`src/rtl/param_alu_if.sv`:
```
// Command/result bundle for param_alu: operands, opcode and start from the
// requester; done, result, err and busy back from the ALU.
interface param_alu_if #(
    parameter int WIDTH = 8
);
    logic [WIDTH-1:0]   A;
    logic [WIDTH-1:0]   B;
    logic [2:0]         op;
    logic               start;
    logic               done;
    logic [2*WIDTH-1:0] result;
    logic               err;
    logic               busy;

    modport master (
        output A, B, op, start,
        input  done, result, err, busy
    );

    modport slave (
        input  A, B, op, start,
        output done, result, err, busy
    );
endinterface

```
`src/rtl/param_alu.sv`:
```
// Parameterised multi-cycle ALU: single-cycle add/and/xor/sub, MUL_LAT-cycle
// multiply, illegal-opcode error pulse, and a RELEASE state that waits for
// start to drop so a held request never re-executes.
module param_alu #(
    parameter int WIDTH   = 8,
    parameter int MUL_LAT = 3
) (
    input  logic        clk,
    input  logic        reset_n,
    param_alu_if.slave  bus
);

    typedef enum logic [2:0] {
        OP_NOP = 3'b000,
        OP_ADD = 3'b001,
        OP_AND = 3'b010,
        OP_XOR = 3'b011,
        OP_MUL = 3'b100,
        OP_SUB = 3'b101,
        OP_ILL = 3'b110,
        OP_RST = 3'b111
    } op_e;

    typedef enum logic [1:0] {
        IDLE,
        EXEC,
        RELEASE
    } state_e;

    state_e             state;
    state_e             state_next;
    op_e                op_in;
    op_e                op_q;
    logic [WIDTH-1:0]   a_q;
    logic [WIDTH-1:0]   b_q;
    logic [3:0]         cnt;
    logic               accept;
    logic               finish;
    logic [2*WIDTH-1:0] a_ext;
    logic [2*WIDTH-1:0] b_ext;
    logic [2*WIDTH-1:0] calc;
    logic               done_q;
    logic               err_q;
    logic [2*WIDTH-1:0] result_q;

    assign op_in  = op_e'(bus.op);
    assign accept = (state == IDLE) && bus.start &&
                    (op_in != OP_NOP) && (op_in != OP_RST);
    // The counter holds k-1 at edge E(k), so a multiply finishes on E(MUL_LAT).
    assign finish = (state == EXEC) &&
                    ((op_q != OP_MUL) || (cnt == 4'(MUL_LAT - 1)));
    assign a_ext  = {{WIDTH{1'b0}}, a_q};
    assign b_ext  = {{WIDTH{1'b0}}, b_q};

    // State register with synchronous reset.
    always_ff @(posedge clk) begin
        if (!reset_n) state <= IDLE;
        else          state <= state_next;
    end

    // Next-state decode.
    always_comb begin
        state_next = state;
        case (state)
            IDLE:    if (accept) state_next = EXEC;
            EXEC:    if (finish) state_next = bus.start ? RELEASE : IDLE;
            RELEASE: if (!bus.start) state_next = IDLE;
            default: state_next = IDLE;
        endcase
    end

    // State-derived outputs.
    always_comb begin
        bus.busy = (state != IDLE);
    end

    // Result of the captured operation; illegal opcodes keep the old result.
    always_comb begin
        calc = result_q;
        case (op_q)
            OP_ADD:  calc = a_ext + b_ext;
            OP_AND:  calc = a_ext & b_ext;
            OP_XOR:  calc = a_ext ^ b_ext;
            OP_SUB:  calc = a_ext - b_ext;
            OP_MUL:  calc = a_ext * b_ext;
            default: calc = result_q;
        endcase
    end

    // Operand capture, multiply cycle counter and registered outputs.
    always_ff @(posedge clk) begin
        if (!reset_n) begin
            a_q      <= '0;
            b_q      <= '0;
            op_q     <= OP_NOP;
            cnt      <= '0;
            done_q   <= 1'b0;
            err_q    <= 1'b0;
            result_q <= '0;
        end else begin
            done_q <= finish;
            err_q  <= finish && (op_q == OP_ILL);
            if (finish) result_q <= calc;
            if (accept) begin
                a_q  <= bus.A;
                b_q  <= bus.B;
                op_q <= op_in;
                cnt  <= '0;
            end else if ((state == EXEC) && (op_q == OP_MUL)) begin
                cnt <= cnt + 4'd1;
            end
        end
    end

    assign bus.done   = done_q;
    assign bus.err    = err_q;
    assign bus.result = result_q;

endmodule

```
`src/flat_wrapper.sv`:
```
// flat-port wrapper written by rule: the top's interface ports become plain ports
module param_alu_flat 
#(
    parameter int WIDTH   = 8,
    parameter int MUL_LAT = 3
)
  (clk, reset_n, bus_A, bus_B, bus_op, bus_start, bus_done, bus_result, bus_err, bus_busy);
  param_alu_if #(.WIDTH(WIDTH)) bus_i ();
  input  logic clk;
  input  logic reset_n;
  input wire logic [$bits(bus_i.A)-1:0] bus_A;
  input wire logic [$bits(bus_i.B)-1:0] bus_B;
  input wire logic [$bits(bus_i.op)-1:0] bus_op;
  input wire logic [$bits(bus_i.start)-1:0] bus_start;
  output wire logic [$bits(bus_i.done)-1:0] bus_done;
  output wire logic [$bits(bus_i.result)-1:0] bus_result;
  output wire logic [$bits(bus_i.err)-1:0] bus_err;
  output wire logic [$bits(bus_i.busy)-1:0] bus_busy;
  assign bus_i.A = bus_A;
  assign bus_i.B = bus_B;
  assign bus_i.op = bus_op;
  assign bus_i.start = bus_start;
  assign bus_done = bus_i.done;
  assign bus_result = bus_i.result;
  assign bus_err = bus_i.err;
  assign bus_busy = bus_i.busy;
  param_alu #(.WIDTH(WIDTH), .MUL_LAT(MUL_LAT)) u_core (.clk(clk), .reset_n(reset_n), .bus(bus_i));
endmodule
```
`config.mk`:
```
export PLATFORM = sky130hd
export DESIGN_NAME = param_alu_flat
export DESIGN_NICKNAME = d
export VERILOG_FILES = /design/src/rtl/param_alu_if.sv /design/src/rtl/param_alu.sv /design/src/flat_wrapper.sv
export SDC_FILE = /design/constraint.sdc
export NUM_CORES = 1
export LEC_CHECK = 0
export CORE_MARGIN = 2
export CORE_UTILIZATION = 50
export DETAILED_ROUTE_END_ITERATION = 8
export HOLD_SLACK_MARGIN = 0.06
export PLACE_DENSITY = 0.7
export SLEW_MARGIN = 20
export SYNTH_ARGS = -nofsm -noshare
export SYNTH_HDL_FRONTEND = slang
export SYNTH_SLANG_ARGS = --single-unit
```
`constraint.sdc`:
```
create_clock -name clk -period 9.7 [get_ports clk]
set_clock_uncertainty 0.15 [all_clocks]
set_input_delay 1.94 -clock clk [delete_from_list [all_inputs] [get_ports clk]]
set_output_delay 1.94 -clock clk [all_outputs]
set_load 0.02 [all_outputs]
```
==> reports/qor.yml <==
outcome:
  status: "complete, no violations"
clock_tree:
  postCtsSetupRepairBufs: 0
  cts_resized: 0
  clk_pin_slew_ns: 0.09
  clk_path_buf_depth: 2
  cts_sinks: 43
  cts_tree: "done"
  cts_hold_repair.buffers: 0
  htree_levels: 2
  clkLatencyLatePin_ns: 0.31
  tritoncts.num_buffers: 5
  cts_root_buffer: "clkbuf_8"
worst_setup_path:
  reg2reg_setup_slack_ns: 4.94
  crit_chain: "ha_1 > fa_1 > fa_1 > fa_1 > inv_1 > fa_1 > inv_1 > ha_1 > or4_1 > o22ai_1 > o21ai_0 > xnor2_1 > o21ai_0"
  crit_buf_inv: 2
  ff2ff_path_depth: 13
  slowest_delay_ns: 0.54
  critPathKind: "flip-flop to flip-flop"
  timing.critical_path.mode_cell: "fa_1"
  worstPathArrival_ns: 4.85
  crit_path_max_fanout: 10
  r2r-start: "u_core.a_q[4]$_SDFFE_PN0P_"
  endpoint_kind: "flip-flop"
  crit_family: "adder cells"
  worst-endpoint-required_ns: 9.78
  cp_slowest_cell: "dfxtp_1"
  startpoint_type: "flip-flop"
  r2r-end: "u_core.bus.result[14]$_SDFFE_PN0P_"
global_route:
  grt_usage_pct: 23.1
  antenna_found_initial: 0
  grt_pass1_vias: 3795
  grt_pass1_wl_mm: 18.7
  grt_max_degree: 26
  grt-ovfl-total: 0
final_layout:
  multiInputGateArea_sq_um: 3510
  num_antenna_cells: 0
  ff_latch_area_sq_um: 861
  drive_gt1_share_pct: 4.63
  final_area_sq_um: 5300
  nNetsFinal: 697
  fin_util_pct: 57.4
  syn_to_final_growth_pct: 11.3
  fillCellCount: 867
hold_path:
  hold_class: "flip-flop to flip-flop"
  min_from: "u_core.bus.result[9]$_SDFFE_PN0P_"
  worstHoldPathCells: 2
  hold-path-endpoint: "u_core.bus.result[9]$_SDFFE_PN0P_"
floorplan:
  row_count: 35
  initial_core_util_pct: 51.5
  core_area_sq_um: 9240
  die-area_sq_um: 10300
  fp.dieH_um: 102
  die_width_um: 102
  io_pins: 41
synth:
  synth_area_leaders: "dfxtp_1 (18%), fa_1 (16%), ha_1 (14%)"
  async_flop_share_pct: 0
  syn_area_per_cell_sq_um: 8.58
  synth_edf_count: 0
  synth_cell_types: 66
  yosysMostFrequentCell: "inv_1"
  synth.top_cell.area_share_pct: 18.1
  synth.yosys.seq_area_share_pct: 18.1
  synth_warnings: 0
  ys_dominant_reg_cell: "dfxtp_1"
  synthCells: 555
  ys_seq_elements: 43
  synth_fp_nets: 669
  syn_area_sq_um: 4760
  synth_top_cells_by_count: "inv_1 (73), ha_1 (54), nor2_1 (53)"
  yosysTopAreaCell: "dfxtp_1"
power:
  power_mw: 0.459
  power_density_nw_per_um2: 86.6
  leakage_nw: 2.49
  peakVddDrop_mv: 0.0532
sta:
  setup_ws_ns: 4.94
  period_share_pct: 49.1
  finalHoldViolCount: 0
  grt_setup_unrepaired: "false"
  maxSlewHeadroom_pct: 32.6
  max_freq_mhz: 210
  setup_viol: 0
  finalCriticalPeriod_ns: 4.76
  setup_tns_ns: 0
  maxSlewViolCount: 0
  worst_pin_slew_ns: 1.01
detailed_routing:
  post_drt_wl_per_cell_um: 15.8
  route.detailed.drc: 0
  routed_wl_mm: 11.3
  drt_iter0_drc: 182
  viasPerCell: 5.53
  num_vias: 3939
  ant_nets: 0
  first_pass_iters: 5
placement:
  place_area_sq_um: 5220
  dp_hpwl_mm: 8.85
  place_congestion: 0.890
  pre_cts_slack_ns: 4.97
  port-buffer-count: 40
job:
  max_cap_viol_count: 0
[worst max-delay path by stage]
| stage | from | end | slack (ns) | cells after the start |
|---|---|---|---|---|
| 2_1_floorplan | u_core.a_q[1]$_SDFFE_PN0P_ | u_core.bus.result[12]$_SDFFE_PN0P_ | 5.39 | 14 |
| 3_3_place_gp | u_core.a_q[4]$_SDFFE_PN0P_ | u_core.bus.result[12]$_SDFFE_PN0P_ | 5.04 | 13 |
| 3_5_place_dp | u_core.a_q[4]$_SDFFE_PN0P_ | u_core.bus.result[14]$_SDFFE_PN0P_ | 4.97 | 13 |
| 4_1_cts | u_core.a_q[4]$_SDFFE_PN0P_ | u_core.bus.result[14]$_SDFFE_PN0P_ | 4.95 | 13 |
| 5_1_grt | u_core.a_q[4]$_SDFFE_PN0P_ | u_core.bus.result[14]$_SDFFE_PN0P_ | 4.68 | 13 |
| 6_report | u_core.a_q[4]$_SDFFE_PN0P_ | u_core.bus.result[14]$_SDFFE_PN0P_ | 4.94 | 13 |
[stage by stage]
stage               std cells  hold WS [ns]
floorplan                 555         0.287
global placement          705         0.303
detailed placement        705         0.320
CTS                       712         0.333
global route              712         0.351
finish                    712         0.330
[power breakdown]
group / switching (mW) / internal [mW]
registers: 0.0173 / 0.184
logic: 0.0789 / 0.0611
clock network: 0.0683 / 0.0494
[cells by family after synthesis]
logic type      synth area share, %
buf+inv                        8.14
simple gates                   20.5
xor+xnor                       2.76
mux                            5.04
fa+ha+maj                      30.2
flops                          18.1
compound gates                 15.3
[worst reg2reg max path, stage by stage (launching register included)]
cell     delay, ns
dfxtp_1       0.54
ha_1          0.43
fa_1          0.47
fa_1          0.47
fa_1          0.54
inv_1         0.05
fa_1          0.53
inv_1         0.04
ha_1          0.21
or4_1         0.52
o22ai_1       0.28
o21ai_0       0.19
xnor2_1       0.15
o21ai_0       0.12
[area by class of cell]
cell class              count  share of cell area, %
multi-input cells         419                   66.3
flip-flops and latches     43                   16.2
repair buffers             41                   7.70
inverters                  73                   5.17
well taps                 129                   3.05
clock buffers               5                   1.30
clock inverters             2                  0.260
[layout by cell type, fill, tap and decap left out, types with 3 or more instances in the layout]
cell type | synthesis | layout
xnor2_1 | 6 | 6
ha_1 | 54 | 54
o31ai_1 | 3 | 3
a21oi_1 | 24 | 24
and2_1 | 36 | 36
dfxtp_1 | 43 | 43
o22ai_1 | 5 | 5
nand3_1 | 8 | 8
fa_1 | 38 | 38
nand4_1 | 4 | 4
a211oi_1 | 3 | 3
clkdlybuf4s50_1 | 0 | 40
nor3_1 | 8 | 8
and3_1 | 4 | 4
nand2_1 | 28 | 28
o21a_1 | 9 | 9
clkbuf_8 | 0 | 5
nand2b_1 | 8 | 8
a22oi_1 | 3 | 3
a21o_1 | 5 | 5
nor2b_1 | 9 | 9
a221oi_1 | 3 | 3
mux2i_1 | 24 | 24
xor2_1 | 9 | 9
nor3b_1 | 5 | 5
o21ai_0 | 22 | 22
nor2_1 | 53 | 53
inv_1 | 73 | 73
o32ai_1 | 4 | 4
[registers in the layout, summed over array words and instances, names as in the netlist]
signal,cells
u_core.bus.done,1
u_core.state,2
u_core.b_q,8
u_core.cnt,4
u_core.op_q,3
u_core.a_q,8
u_core.bus.result,16
u_core.bus.err,1
[metal layers]
metal	vias up	routed length, um	track usage (%)
met1	1916	5070	30.4
met4	0	232	6.86
met5	-	0	0
met2	75	5560	40.1
li1	1931	-	-
met3	17	392	2.21
Note: power is estimated with default switching activity, not from simulation.
